File: config.mk
export PLATFORM = sky130hd
export DESIGN_NAME = clken_sched_flat
export DESIGN_NICKNAME = d
export VERILOG_FILES = /design/src/rtl/clken_sched_if.sv /design/src/rtl/clken_sched.sv /design/src/flat_wrapper.sv
export SDC_FILE = /design/constraint.sdc
export NUM_CORES = 1
export LEC_CHECK = 0
export CELL_PAD_IN_SITES_DETAIL_PLACEMENT = 2
export CELL_PAD_IN_SITES_GLOBAL_PLACEMENT = 2
export CORE_UTILIZATION = 37
export CTS_BUF_LIST = sky130_fd_sc_hd__clkbuf_4 sky130_fd_sc_hd__clkbuf_8 sky130_fd_sc_hd__clkbuf_16
export DETAILED_ROUTE_END_ITERATION = 6
export GPL_TIMING_DRIVEN = 0
export HOLD_SLACK_MARGIN = 0.05
export PLACE_DENSITY = 0.87
export SETUP_SLACK_MARGIN = 0.15
export SYNTH_ARGS = -nofsm -noshare
export SYNTH_HDL_FRONTEND = slang
export SYNTH_SLANG_ARGS = --single-unit
File: constraint.sdc
create_clock -name clk -period 2.6 [get_ports clk]
set_clock_uncertainty 0.05 [all_clocks]
set_input_delay 0.26 -clock clk [delete_from_list [all_inputs] [get_ports clk]]
set_output_delay 0.26 -clock clk [all_outputs]
set_load 0.05 [all_outputs]
File: src/rtl/clken_sched_if.sv
// Config request channel for clken_sched.
// Master drives a channel/divisor/enable request; slave answers with ready.
interface clken_sched_if #(
  parameter int CHW  = 2,
  parameter int DIVW = 8
);
  logic            cfg_valid;
  logic            cfg_ready;
  logic [CHW-1:0]  cfg_ch;
  logic [DIVW-1:0] cfg_div;
  logic            cfg_en;

  modport master (
    output cfg_valid, cfg_ch, cfg_div, cfg_en,
    input  cfg_ready
  );

  modport slave (
    input  cfg_valid, cfg_ch, cfg_div, cfg_en,
    output cfg_ready
  );
endinterface

File: src/rtl/clken_sched.sv
// Multi-channel clock-enable scheduler.
// Per-channel programmable period with boundary-aligned divisor updates.
module clken_sched #(
  parameter int NCH  = 4,
  parameter int CHW  = 2,
  parameter int DIVW = 8
) (
  input  logic           clk,
  input  logic           rst_n,
  input  logic           sync_start,
  clken_sched_if.slave   cfg,
  output logic [NCH-1:0] ce,
  output logic [NCH-1:0] active,
  output logic [NCH-1:0] pend
);

  logic [NCH-1:0]  en_q, en_d;
  logic [NCH-1:0]  pv_q, pv_d;
  logic [NCH-1:0]  ce_q, ce_d;
  logic [DIVW-1:0] cnt_q [NCH];
  logic [DIVW-1:0] cnt_d [NCH];
  logic [DIVW-1:0] div_q [NCH];
  logic [DIVW-1:0] div_d [NCH];
  logic [DIVW-1:0] pdiv_q [NCH];
  logic [DIVW-1:0] pdiv_d [NCH];
  logic [DIVW-1:0] dn;
  logic            acc;

  assign cfg.cfg_ready = ~sync_start & ~pv_q[cfg.cfg_ch];
  assign acc = cfg.cfg_valid & cfg.cfg_ready;
  assign dn  = (cfg.cfg_div == '0) ? DIVW'(1) : cfg.cfg_div;

  always_comb begin
    en_d = en_q;
    pv_d = pv_q;
    ce_d = '0;
    for (int i = 0; i < NCH; i++) begin
      cnt_d[i]  = cnt_q[i];
      div_d[i]  = div_q[i];
      pdiv_d[i] = pdiv_q[i];
    end
    for (int i = 0; i < NCH; i++) begin
      if (en_q[i]) begin
        if (cnt_q[i] == DIVW'(div_q[i] - 1'b1)) begin
          cnt_d[i] = '0;
          ce_d[i]  = 1'b1;
          if (pv_q[i]) begin
            div_d[i] = pdiv_q[i];
            pv_d[i]  = 1'b0;
          end
        end else begin
          cnt_d[i] = cnt_q[i] + 1'b1;
        end
      end else begin
        cnt_d[i] = '0;
      end
      if (acc && cfg.cfg_ch == CHW'(i)) begin
        if (!cfg.cfg_en) begin
          en_d[i]  = 1'b0;
          cnt_d[i] = '0;
          pv_d[i]  = 1'b0;
          ce_d[i]  = 1'b0;
        end else if (!en_q[i]) begin
          en_d[i]  = 1'b1;
          div_d[i] = dn;
          cnt_d[i] = '0;
          pv_d[i]  = 1'b0;
        end else begin
          pdiv_d[i] = dn;
          pv_d[i]   = 1'b1;
        end
      end
      // realign: restart the period, folding in any pending divisor
      if (sync_start && en_q[i]) begin
        cnt_d[i] = '0;
        ce_d[i]  = 1'b0;
        if (pv_q[i]) begin
          div_d[i] = pdiv_q[i];
          pv_d[i]  = 1'b0;
        end
      end
    end
  end

  always_ff @(posedge clk) begin
    if (!rst_n) begin
      en_q <= '0;
      pv_q <= '0;
      ce_q <= '0;
      for (int i = 0; i < NCH; i++) begin
        cnt_q[i]  <= '0;
        div_q[i]  <= '0;
        pdiv_q[i] <= '0;
      end
    end else begin
      en_q <= en_d;
      pv_q <= pv_d;
      ce_q <= ce_d;
      for (int i = 0; i < NCH; i++) begin
        cnt_q[i]  <= cnt_d[i];
        div_q[i]  <= div_d[i];
        pdiv_q[i] <= pdiv_d[i];
      end
    end
  end

  assign ce     = ce_q;
  assign active = en_q;
  assign pend   = pv_q;

endmodule

File: src/flat_wrapper.sv
// flat-port wrapper written by rule: the top's interface ports become plain ports
module clken_sched_flat 
#(
  parameter int NCH  = 4,
  parameter int CHW  = 2,
  parameter int DIVW = 8
)
  (clk, rst_n, sync_start, ce, active, pend, cfg_cfg_valid, cfg_cfg_ch, cfg_cfg_div, cfg_cfg_en, cfg_cfg_ready);
  clken_sched_if #(.CHW(CHW), .DIVW(DIVW)) cfg_i ();
  input  logic clk;
  input  logic rst_n;
  input  logic sync_start;
  output logic [NCH-1:0] ce;
  output logic [NCH-1:0] active;
  output logic [NCH-1:0] pend;
  input wire logic [$bits(cfg_i.cfg_valid)-1:0] cfg_cfg_valid;
  input wire logic [$bits(cfg_i.cfg_ch)-1:0] cfg_cfg_ch;
  input wire logic [$bits(cfg_i.cfg_div)-1:0] cfg_cfg_div;
  input wire logic [$bits(cfg_i.cfg_en)-1:0] cfg_cfg_en;
  output wire logic [$bits(cfg_i.cfg_ready)-1:0] cfg_cfg_ready;
  assign cfg_i.cfg_valid = cfg_cfg_valid;
  assign cfg_i.cfg_ch = cfg_cfg_ch;
  assign cfg_i.cfg_div = cfg_cfg_div;
  assign cfg_i.cfg_en = cfg_cfg_en;
  assign cfg_cfg_ready = cfg_i.cfg_ready;
  clken_sched #(.NCH(NCH), .CHW(CHW), .DIVW(DIVW)) u_core (.clk(clk), .rst_n(rst_n), .sync_start(sync_start), .cfg(cfg_i), .ce(ce), .active(active), .pend(pend));
endmodule
==> impl_results.md <==
* Max rail drop VDD at 0.000556 V
* Clock slew at reported path FFs at ~90 ps
* Tightest Pin Transition at 931 ps
* Final period util at about 99%
* Gate count of the mapped netlist at 767
* Antenna cells at 0
* Routed WL at between 30 and 40 mm
* Fin worst setup slack at 24.3 ps
* Overall routing resource usage at 30.9%
* Status: complete, no violations
* Top cells by count, synth: dfxtp_1, nand2_1, o21ai_0
* Worst stage delay on the critical path at 430 ps
* Largest net degree at the start of global routing at 17
* Cell Area, Synth at 6160 sq um
* Residual DRC at 0
* Drt via density at 6.42
* Net count, final at 846
* Die Width at roughly 130 um
* Fin Hold WS at 366 ps
* Critical Path Start Type: flop
* Clk Latency, worst-skew pair at between 300 and 400 ps
* Wire length per cell at 28.9 um
* Ys Warns at 0
* Design Power at 3.64 mW
* Min-delay src: cfg_cfg_div[5]
* Area Overhead vs Synth at 22.3%
* WHS Endpoint: u_core.pdiv_q[0][13]
* Max_cap viols at 0
* Chip Height at ~130 um
* # setup viols final at 0
* Die area at 17200 sq um
* Worst r2r src: u_core.div_q[0][0]
* Hold Crit Class: input pin to flop
* Total core area at between 15000 and 20000 sq um
* Share of cells above drive strength 1 at roughly 16%
* I/O pin total at 28
* Sink Count at 108
* Effective utilization at floorplan at 38.3%
* Crit path launch: u_core.div_q[0][0]
* Dominant cell type by area after synthesis: dfxtp_1
* Reg2reg setup slack at 20 ps
* Detailed Place HPWL at 15.4 mm
* Root buf cell: clkbuf_16
* Iter 0 DRT Violations at roughly 710
* Top cells by area, synth: dfxtp_1, nand2_1, xor2_1, mux2i_1, o21ai_0
* Required time of the worst setup path at 2790 ps
* Main flop type after synthesis: dfxtp_1
* First-pass GRT wire length at 39.3 mm
* Final core utilization at 46.9%
* Post-synth EDFFs at 0
* Worst Path Max Fanout at 6
* Hold Buf Count CTS at 0
* Port Buffer Count at 19
* Gr ovfl total at 0
* Unrepaired setup endpoints after global routing: yes
* Kind of critical path: flop to flop
* Drt pass-1 iters at 5
* Final hold violation count at 0
* Critical-path cell list: buf_6 > inv_1 > ha_2 > xnor2_1 > and4b_1 > a41oi_1 > nand2_1 > and3_4 > and2_1 > a221o_1
* Initial antenna violation count at 0
* Gpl congestion at 0.833
* Avg Cell Area, Syn at roughly 8.0 sq um
* Setup TNS at 0 ps
* FMAX at 388 MHz
* R2R Path End: u_core.div_q[0][1]
* Clock Path Buffers at 2
* Via count at 6698
* Syn Nets at 790
* Final min period at 2580 ps
* Slew margin rel. at roughly 38%
* H-tree depth at 3
* Unique masters post-synth at 62
* Min-Delay Path Depth at 3
* Seq cells post-synth at 108
* Most frequent cell after synthesis: dfxtp_1
* CTS Buf Count at 9
* Async SR Flop Fraction at 0%
* Clock tree from TritonCTS: built
* P per Cell Area at 483 nW/um^2
* Vias in the first global route at approximately 7000
* CP max-delay cell: a221o_1
* Site Rows at 46
* Leakage power total at 2.83 nW
* Antenna Nets Post-Route at 0
* Fin. max-slew vios at 0
* Setup crit end kind: flop
* Pre-CTS setup slack at -656 ps
* Crit path DAT at 2770 ps
* Seq/Total Area, Yosys at 35.1%
* FF-to-FF path depth at 10
* Post-synth top area share at around a third
-- kinds of logic after synthesis --
kind of cell    Yosys count  share of synthesized area (%)
compound gates          203                           21.8
simple gates            268                           21.1
mux                      36                           6.14
xor+xnor                 61                           8.68
buf+inv                  83                           5.53
fa+ha+maj                 8                           1.63
flops                   108                           35.1
-- layer usage --
layer / part of all wire [%] / track usage [%]
met5: 0 / 0
met4: 5.6 / 16.0
met3: 5.7 / 4.56
met2: 48 / 54.7
met1: 40 / 36.1
-- state kept, by name, indices dropped and copies added (netlist names) --
name	cells
u_core.pdiv_q	32
u_core.pend	4
u_core.ce	4
u_core.div_q	32
u_core.active	4
u_core.cnt_q	32
-- how the worst max path moves through the flow --
stage	end	slack (ps)	cells after the start
finish	u_core.div_q[0][1]	20	10
global route	u_core.pend[2]	-30	10
CTS	u_core.div_q[3][7]	80	8
detailed placement	u_core.pdiv_q[0][24]	-660	8
global placement	u_core.pdiv_q[0][24]	-600	8
floorplan	u_core.cnt_q[0][5]	190	7
-- cells in the final DEF (no fill, tap or decap), drive strengths merged, types with 3 or more instances in the layout --
cell           Yosys  routed
a2111oi            3       3
a21boi            26      26
a21o               3       3
a21oi             37      37
a221o              3       3
a2bb2oi            7       7
a31oi             22      22
a32o               3       3
a41oi              3       3
and2               6       6
and3              16      16
buf               11      41
clkbuf            49      58
clkdlybuf4s50      0      16
dfxtp            108     108
ha                 8       8
inv               23      23
mux2               4       4
mux2i             31      31
nand2             93      93
nand2b            12      12
nand3             34      34
nand3b             5       5
nand4              4       4
nor2              54      54
nor2b             12      12
nor3              12      12
nor4               8       8
o2111ai            5       5
o211ai             7       7
o21a               8       8
o21ai             57      57
o221ai             4       4
o22ai              3       3
or2                5       5
xnor2             24      24
xor2              37      37
-- final cells by class --
| type | count | area [sq um] |
|---|---|---|
| Clock inverter | 4 | 72.6 |
| Tap cell | 216 | 270 |
| Fill cell | 1714 | 8530 |
| Buffer | 60 | 347 |
| Timing Repair Buffer | 45 | 403 |
| Clock buffer | 12 | 254 |
| Multi-Input combinational cell | 576 | 3920 |
| Inverter | 23 | 86.3 |
| Sequential cell | 108 | 2180 |
-- report_power, final --
group	total, mW	switching, mW	internal [mW]
combinational	0.299	0.200	0.0987
clock	1.67	0.770	0.896
sequential	1.68	0.0176	1.66
-- per-stage QoR --
stage               cells  instance area [sq um]
floorplan             767                   6160
global placement     1002                   6620
detailed placement   1002                   6620
CTS                  1028                   7150
global route         1044                   7530
finish               1044                   7530
-- worst max-delay path, delay by kind of cell (launching register included) --
kind | cells | cell delay, ps
compound gates | 2 | 710
xor+xnor | 1 | 150
flops | 1 | 360
simple gates | 4 | 720
buf+inv | 2 | 190
fa+ha+maj | 1 | 250
-- repair_timing --
item | CTS | global route
setup buffers | 10 | 14
gates resized for setup | 43 | 81
setup endpoints to repair | 93 | 89
gates cloned | 0 | 2
pin swaps | 10 | 31
Power figures use the tool's default switching activity.
